[config.mk]
export PLATFORM = sky130hd
export DESIGN_NAME = serial_adder
export DESIGN_NICKNAME = d
export VERILOG_FILES = /design/src/rtl/serial_adder_pkg.sv /design/src/rtl/serial_fa_cell.sv /design/src/rtl/serial_adder.sv
export SDC_FILE = /design/constraint.sdc
export NUM_CORES = 1
export LEC_CHECK = 0
export ABC_AREA = 1
export BUFFER_PORTS_ARGS = -buffer_cell sky130_fd_sc_hd__buf_2
export CORE_MARGIN = 2
export CORE_UTILIZATION = 53
export DETAILED_ROUTE_END_ITERATION = 7
export PLACE_DENSITY = 0.78
export SLEW_MARGIN = 40
export SYNTH_ARGS = -nofsm -noshare
export SYNTH_HDL_FRONTEND = slang
export SYNTH_SLANG_ARGS = --single-unit
[constraint.sdc]
create_clock -name clk -period 1.35 [get_ports clk]
set_input_delay 0.0675 -clock clk [delete_from_list [all_inputs] [get_ports clk]]
set_output_delay 0.0675 -clock clk [all_outputs]
set_load 0.03 [all_outputs]
[src/rtl/serial_adder_pkg.sv]
// Shared definitions for the bit-serial adder: FSM encoding and default operand width.
package serial_adder_pkg;

    localparam int SA_WIDTH_DEF = 8;

    typedef enum logic [1:0] {
        IDLE = 2'd0,
        RUN  = 2'd1,
        DONE = 2'd2
    } sa_state_e;

endpackage

[src/rtl/serial_fa_cell.sv]
// One-bit full adder built from two half-adder stages; outputs are gated by the enable.
module serial_fa_cell (
    input  logic i_en,
    input  logic i_a,
    input  logic i_b,
    input  logic i_c,
    output logic o_s,
    output logic o_c
);

    logic w_s1;
    logic w_c1;
    logic w_c2;

    assign w_s1 = i_a ^ i_b;
    assign w_c1 = i_a & i_b;
    assign w_c2 = w_s1 & i_c;

    assign o_s = i_en & (w_s1 ^ i_c);
    assign o_c = i_en & (w_c1 | w_c2);

endmodule

[src/rtl/serial_adder.sv]
// Bit-serial adder: one bit per enabled cycle, LSB first, with valid/ready on both sides.
// Define SERIAL_ADDER_OVF_EN to add a registered signed-overflow output (ovf).
module serial_adder
    import serial_adder_pkg::*;
#(
    parameter int WIDTH = SA_WIDTH_DEF
) (
    input  logic             clk,
    input  logic             rst_n,
    input  logic             en,
    input  logic             in_valid,
    output logic             in_ready,
    input  logic [WIDTH-1:0] a,
    input  logic [WIDTH-1:0] b,
    input  logic             cin,
    output logic             out_valid,
    input  logic             out_ready,
    output logic [WIDTH-1:0] sum,
    output logic             cout,
`ifdef SERIAL_ADDER_OVF_EN
    output logic             ovf,
`endif
    output logic             busy
);

    localparam int CW = $clog2(WIDTH);
    localparam logic [CW-1:0] LAST = CW'(WIDTH - 1);

    sa_state_e        r_state;
    sa_state_e        w_next;
    logic [WIDTH-1:0] r_a;
    logic [WIDTH-1:0] r_b;
    logic [WIDTH-1:0] r_sum;
    logic [CW-1:0]    r_cnt;
    logic             r_carry;
    logic             r_cout;

    logic w_load;
    logic w_step;
    logic w_last;
    logic w_take;
    logic w_fa_s;
    logic w_fa_c;

    assign w_load = en & in_valid & (r_state == IDLE);
    assign w_step = en & (r_state == RUN);
    assign w_last = w_step & (r_cnt == LAST);
    assign w_take = en & out_ready & (r_state == DONE);

    serial_fa_cell u_fa (
        .i_en (en),
        .i_a  (r_a[0]),
        .i_b  (r_b[0]),
        .i_c  (r_carry),
        .o_s  (w_fa_s),
        .o_c  (w_fa_c)
    );

    always_ff @(posedge clk) begin
        if (!rst_n) begin
            r_state <= IDLE;
        end else begin
            r_state <= w_next;
        end
    end

    always_comb begin
        w_next = r_state;
        case (r_state)
            IDLE:    if (w_load) w_next = RUN;
            RUN:     if (w_last) w_next = DONE;
            DONE:    if (w_take) w_next = IDLE;
            default: w_next = IDLE;
        endcase
    end

    // Counter holds at LAST on the final bit so it never wraps within an operation.
    always_ff @(posedge clk) begin
        if (!rst_n) begin
            r_a     <= '0;
            r_b     <= '0;
            r_sum   <= '0;
            r_cnt   <= '0;
            r_carry <= 1'b0;
            r_cout  <= 1'b0;
        end else if (w_load) begin
            r_a     <= a;
            r_b     <= b;
            r_carry <= cin;
            r_cnt   <= '0;
        end else if (w_step) begin
            r_a     <= {1'b0, r_a[WIDTH-1:1]};
            r_b     <= {1'b0, r_b[WIDTH-1:1]};
            r_sum   <= {w_fa_s, r_sum[WIDTH-1:1]};
            r_carry <= w_fa_c;
            r_cnt   <= w_last ? r_cnt : r_cnt + 1'b1;
            if (w_last) r_cout <= w_fa_c;
        end
    end

`ifdef SERIAL_ADDER_OVF_EN
    // On the last bit r_carry is the carry into the MSB.
    logic r_ovf;

    always_ff @(posedge clk) begin
        if (!rst_n) begin
            r_ovf <= 1'b0;
        end else if (w_last) begin
            r_ovf <= r_carry ^ w_fa_c;
        end
    end

    assign ovf = r_ovf;
`endif

    assign in_ready  = en & (r_state == IDLE);
    assign out_valid = (r_state == DONE);
    assign busy      = (r_state == RUN);
    assign sum       = r_sum;
    assign cout      = r_cout;

endmodule

==> out/metrics.yaml, run 1 <==
clkSinkCount: 31
p_sw_share_pct: 27.7
finalPower_mw: 1.82
core_area_um2: 2780
drv_cap: 0
synth_compound_area_share_pct: 6.57
ys_seq_area_share_pct: 39.7
grt_pass1_vias: 1318
drc: 0
hold_viol_final: 0
drt_wl_total_um: 3200
ant_nets: 0
num_vias: 1481
final_common_cell: "nand2_1"
synth_area_um2: 1560
cts_buffer_depth: 2
path_class: "reg2out"
dr.pass1.iters: 4
cp.required_ps: 1280
path_cells: "inv_2, buf_4, nor2_2, buf_6"
post_drt_wl_per_cell_um: 11.0
port_buffers: 33
arrival_ps: 1220
clkLatencyLatePin_ps: 340
clk_pin_slew_ps: 90
powerDensity_nw_per_um2: 980
area.growth.synth_to_final_pct: 19.2
clkPwrFrac_pct: 30.0
rows: 19
synth.area.mux_share_pct: 0
nets: 285
fmax_mhz: 779
die_area_um2: 3400
slowest_delay_ps: 380
finalSetupTns_ps: 0
finalCritPeriodShare_pct: 95.0
grt_setup_unrepaired: "no"
cts_tree: "done"
worst_pin_slew_ps: 319
setup_viol: 0
synthAdderAreaFrac_pct: 2.88
outcome: "complete, no violations"
ios: 34
synth_cell_types: 24
initial_utilization_pct: 56.1
ir_drop_mv: 0.795
cp_max_fo: 6
postCtsSetupBuffers: 0
slew_headroom_pct: 78.7
avgSynthCellArea_um2: 7.10
numCtsBuffers: 5
cpMaxStageDelayCell: "dfxtp_4"
grt_antenna_before_repair: 0
timing.final.max_slew_violations: 0
synth_simple_gate_area_share_pct: 37.9
hold_class: "in2reg"
grt_use_total_pct: 21.6
finalNonFillerCells: 291
grt_max_degree: 26
hpwl_um: 2280
antenna_cells: 0
root_buffer: "clkbuf_4"
cell_internal_pwr_mw: 1.32
gp_congestion: 0.777
dpl_cell_area_um2: 1760
skew_ps: 3.97
dieWidth_um: 58.3
syn_inst: 220
finalCriticalPeriod_ps: 1280
synth_top_family_by_area: "simple AND/OR/NAND/NOR gates"
fin_area_um2: 1860
final_cell_mix: "nand2_1 (51), nand3_1 (34), buf_2 (32)"
die_h_um: 58.3
post_drt_via_cell_ratio: 5.09
syn-num-nets: 245
ys_ff_latch: 31
p_leak_nw: 0.947
grt_overflow: 0
p_sw_mw: 0.505
synth-warning-count: 0
setup.worst_path.start_class: "flip-flop"
htree_levels: 2
drive_gt1_share_pct: 24.6
dp_cells: 281
synth-xor-area-share_pct: 0
grt_pass1_wl_um: 5490
end_kind: "output pin"
seqPwrFrac_pct: 53.9
comb_power_share_pct: 16.1
drt_iter0_drc: 31
[sequential cells by signal (all words and copies together), names as in the netlist]
register and flops:
r_a 8, r_b 8, sum 8, r_cnt 3
r_state 2, cout 1, r_carry 1
[worst max-delay path: cells and delay by family, from the launching register on]
family	cells	cell delay (ps)
buf+inv	3	380
flops	1	380
simple gates	1	130
[layout make-up]
cell class,count,area [µm²]
clock buffer,6,51.3
clock inverter,1,5.00
fill,255,920
inverter,32,120
multi-input combinational,146,744
sequential,31,628
tap,31,38.8
timing repair buffer,44,274
[power by group through the flow]
| stage | Sequential, mW | Combinational (mW) | Clock [mW] |
|---|---|---|---|
| 2_1_floorplan | 1.00 | 0.213 | 0 |
| 3_3_place_gp | 1.00 | 0.282 | 0 |
| 3_5_place_dp | 1.01 | 0.287 | 0 |
| 4_1_cts | 0.983 | 0.295 | 0.564 |
| 5_1_grt | 0.988 | 0.334 | 0.590 |
| 6_report | 0.983 | 0.293 | 0.548 |
[metal layers]
layer  routed length, µm  global-route usage [%]  share of wire [%]  vias up
li1                    -                       -                  -      774
met1                1460                    25.2                 46      664
met2                1510                    35.6                 47       36
met3                 166                    7.37                5.2        7
met4                  52                    9.97                1.6        0
met5                   0                       0                  0        -
[path summary, 6_finish.rpt]
check | startpoint | end | slack [ps] | cells after the start
min | b[0] | r_b[0] | 10 | 5
max | r_state[1] | out_valid | 70 | 4
max reg2reg | r_cnt[0] | r_cnt[1] | 90 | 6
min reg2reg | cout | cout | 460 | 2
[logic make-up (layout without fill, tap and decap cells)]
| family | after synthesis | count (layout) |
|---|---|---|
| compound gates | 20 | 20 |
| flops | 31 | 31 |
| fa+ha+maj | 3 | 3 |
| simple gates | 123 | 123 |
| buf+inv | 43 | 83 |
[through the flow]
step                      utilization [%]  setup WS [ps]  hold WS [ps]
after detailed placement             63.2           74.3           342
after floorplan                         -           51.4           206
after CTS                            66.6           5.30          7.93
after global routing                 66.9          0.731          41.7
after global placement               63.2            122           339
final                                66.9           67.1          13.7
[synthesized netlist by cell type]
cell / n / area (µm²)
nor3_1: 1 / 5.00
ha_1: 2 / 25.0
nand2_1: 51 / 191
buf_4: 4 / 30.0
nor2_8: 1 / 20.0
nand3b_1: 3 / 22.5
nand3_1: 34 / 170
fa_1: 1 / 20.0
buf_2: 2 / 10.0
a21oi_1: 16 / 80.1
nand2_4: 1 / 11.3
clkbuf_1: 2 / 7.51
o21ai_0: 3 / 15.0
clkinv_1: 1 / 3.75
nand2_2: 3 / 18.8
nor2_4: 2 / 22.5
nand3_4: 1 / 17.5
inv_2: 4 / 15.0
nor2_1: 20 / 75.1
buf_6: 3 / 33.8
inv_1: 27 / 101
a21boi_1: 1 / 7.51
nand4_1: 6 / 37.5
dfxtp_1: 31 / 621
[what timing repair did]
item / in CTS / in global routing
gates resized for setup: 4 / 5
endpoints found under the setup margin: 2 / 4
hold buffers: 3 / 0
gates cloned: 0 / 0
hold endpoints to repair: 3 / 0
(Power assumes the default switching activity.)
==> inputs of run 2 (changes only) <==
Settings changed: ABC_AREA 1 to default, CORE_UTILIZATION 53 to 45, PLACE_DENSITY 0.78 to 0.69.
==> run 2 against run 1 <==
  * Sequential power fell by 0.6%
  * Clock-buffer cell count did not move
  * Sequential share of layout area rose by 2.4 points
  * Global-route usage fell by 2.2 points
  * Combinational power fell by 26%
  * Flip-flop and latch count did not move
  * Die area rose by 3.1%
  * Via count fell by 15%
  * Final cell count fell by 19%
  * Setup slack got worse by 19 ps
  * Critical path type is now reg2reg
  * Largest power group unchanged
  * Highest routed layer unchanged
==> out/metrics.yaml, run 2 <==
fmax_mhz: 768  # was 779 MHz
numCtsBuffers: 5  # unchanged
syn_inst: 164  # was 220
clkSinkCount: 31  # unchanged
endpoint: "r_cnt[0]"  # was out_valid
port_buffers: 33  # unchanged
drv_cap: 0  # unchanged
netlist_top_cells_count: "nand2_1 (56), dfxtp_1 (31), a31oi_1 (14)"  # was nand2_1 (51), nand3_1 (34), dfxtp_1 (31)
final_cell_mix: "nand2_1 (55), buf_2 (32), dfxtp_1 (29)"  # was nand2_1 (51), nand3_1 (34), buf_2 (32)
r2r_cells: 5  # was 6
netlist.area_leader.share_pct: 45.3  # was 39.7%
fin_area_um2: 1730  # was 1860 µm²
end_kind: "flip-flop"  # was output pin
nets: 228  # was 285
ant_nets: 0  # unchanged
finalCriticalPeriod_ps: 1300  # was 1280 ps
dpl_cell_area_um2: 1560  # was 1760 µm²
reg2reg_slack_ps: 50  # was 90 ps
area.growth.synth_to_final_pct: 26.0  # was 19.2%
avgSynthCellArea_um2: 8.35  # was 7.10 µm²
reg2reg_from: "r_cnt[0]"  # unchanged
outcome: "complete, no violations"  # unchanged
final_common_cell: "nand2_1"  # unchanged
num_vias: 1264  # was 1481
synth.area.top_cells: "dfxtp_1 (45%), nand2_1 (15%), a31oi_1 (6.4%)"  # was dfxtp_1 (40%), nand2_1 (12%), nand3_1 (11%)
setup_viol: 0  # unchanged
drive_gt1_share_pct: 28.9  # was 24.6%
cp.required_ps: 1580  # was 1280 ps
drc: 0  # unchanged
finalCritPeriodShare_pct: 96.4  # was 95.0%
yosys.area.top_type: "dfxtp_1"  # unchanged
synth_cell_types: 31  # was 24
synth-warning-count: 0  # unchanged
initial_utilization_pct: 46.0  # was 56.1%
rows: 20  # was 19
hold_class: "in2reg"  # unchanged
grt_pass1_vias: 1162  # was 1318
critPathLaunch: "r_cnt[0]"  # was r_state[1]
slew_headroom_pct: 68.5  # was 78.7%
clk_pin_slew_ps: 100  # was 90 ps
p_leak_nw: 0.683  # was 0.947 nW
finalSetupTns_ps: 0  # unchanged
synth.most_common_cell: "nand2_1"  # unchanged
worst_pin_slew_ps: 472  # was 319 ps
dr.pass1.iters: 4  # unchanged
fin_util_pct: 58.0  # was 66.9%
core_area_um2: 2980  # was 2780 µm²
path_class: "reg2reg"  # was reg2out
hpwl_um: 1940  # was 2280 µm
setup.worst_path.start_class: "flip-flop"  # unchanged
grt_overflow: 0  # unchanged
worst_hold_slack_ps: 21.8  # was 13.7 ps
synth-async-reset-ratio_pct: 0  # unchanged
cts_tree: "done"  # unchanged
dieWidth_um: 59.2  # was 58.3 µm
cts_buffer_depth: 2  # unchanged
post_drt_wl_per_cell_um: 12.3  # was 11.0 µm
post_drt_via_cell_ratio: 5.33  # was 5.09
hold_viol_final: 0  # unchanged
grt_pass1_wl_um: 5000  # was 5490 µm
grt_use_total_pct: 19.5  # was 21.6%
arrival_ps: 1530  # was 1220 ps
antenna_cells: 0  # unchanged
cp_max_fo: 3  # was 6
timing.final.max_slew_violations: 0  # unchanged
powerDensity_nw_per_um2: 1140  # was 980 nW/µm²
drt_iter0_drc: 60  # was 31
grt_setup_unrepaired: "no"  # unchanged
die_area_um2: 3500  # was 3400 µm²
skew_ps: 6.13  # was 3.97 ps
ys.flop_type: "dfxtp_1"  # unchanged
die_h_um: 59.2  # was 58.3 µm
ys_ff_latch: 31  # unchanged
ios: 34  # unchanged
ir_drop_mv: 0.682  # was 0.795 mV
root_buffer: "clkbuf_4"  # unchanged
synth_area_um2: 1370  # was 1560 µm²
grt_antenna_before_repair: 0  # unchanged
grt_max_degree: 34  # was 26
htree_levels: 2  # unchanged
r2r-end: "r_cnt[0]"  # was r_cnt[1]
synth_edf_count: 0  # unchanged
drt_wl_total_um: 2930  # was 3200 µm
clkLatencyLatePin_ps: 330  # was 340 ps
gp_congestion: 0.713  # was 0.777
ys_seq_area_share_pct: 45.3  # was 39.7%
syn-num-nets: 189  # was 245
## run 2: cell types whose count changed in the layout (fill, tap and decap cells not counted), sizes merged, moves of 5 or more
cell	delta
o21ai	+14
a31oi	+14
nand4	-5
a21boi	+9
nor2	-22
a21oi	-14
nand3	-33
inv	-30
## run 2: cells by family (layout without fill, tap and decap cells)
group	Yosys count	in the layout	share of synthesized area [%]
simple gates	68	68	22.0
compound gates	48	48	21.4
flops	31	31	45.3
buf+inv	13	53	7.40
fa+ha+maj	3	3	3.29
xor+xnor	1	1	0.639
## run 2: layout make-up
type                       instances  area [µm²]
clock inverter                     2        35.0
inverter                           1        3.75
fill                             278        1250
clock buffer                       6        51.3
tap                               33        41.3
timing repair buffer              44         283
sequential                        31         623
multi-input combinational        120         689
## run 2: worst max-delay path: stages, from the launching register on
cell and delay (ps):
dfxtp_2 350, ha_4 160, ha_4 150, and4bb_2 350, xnor2_2 120, nor2_1 60
## run 2: layer usage
layer | up-vias | wire [µm] | GRT usage (%)
met5 | - | 0 | 0
met4 | 0 | 30 | 8.77
met3 | 2 | 172 | 7.42
met2 | 30 | 1390 | 31.6
met1 | 586 | 1330 | 22.7
li1 | 646 | - | -
## run 2: what timing repair did
| item | in CTS | in global routing |
|---|---|---|
| buffers inserted | 1 | 0 |
| endpoints found under the hold margin | 3 | 0 |
| pin swaps | 1 | 3 |
| endpoints found under the setup margin | 2 | 14 |
| hold buffers | 3 | 0 |
| gates resized for setup | 3 | 9 |
## run 2: report_power, final
part | switching, mW | internal [mW] | total, mW
clock network | 0.329 | 0.437 | 0.767
logic | 0.119 | 0.0996 | 0.218
registers | 0.0221 | 0.955 | 0.977
## run 2: worst min-delay path by stage
| stage | from | to | slack [ps] | cells after the start |
|---|---|---|---|---|
| 2_1_floorplan | b[7] | r_b[7] | 230 | 2 |
| 3_3_place_gp | a[7] | r_a[7] | 340 | 3 |
| 4_1_cts | a[3] | r_a[3] | 20 | 3 |
| 3_5_place_dp | a[7] | r_a[7] | 350 | 3 |
| 5_1_grt | a[3] | r_a[3] | 20 | 3 |
| 6_report | a[3] | r_a[3] | 20 | 3 |
## run 2: metrics by stage
stage	power [mW]	worst slack [ps]	cells
finish	1.96	48.4	237
global route	2.05	2.05	237
CTS	1.98	14.6	237
detailed placement	1.20	34.4	225
global placement	1.19	71.9	225
floorplan	1.14	29.8	164
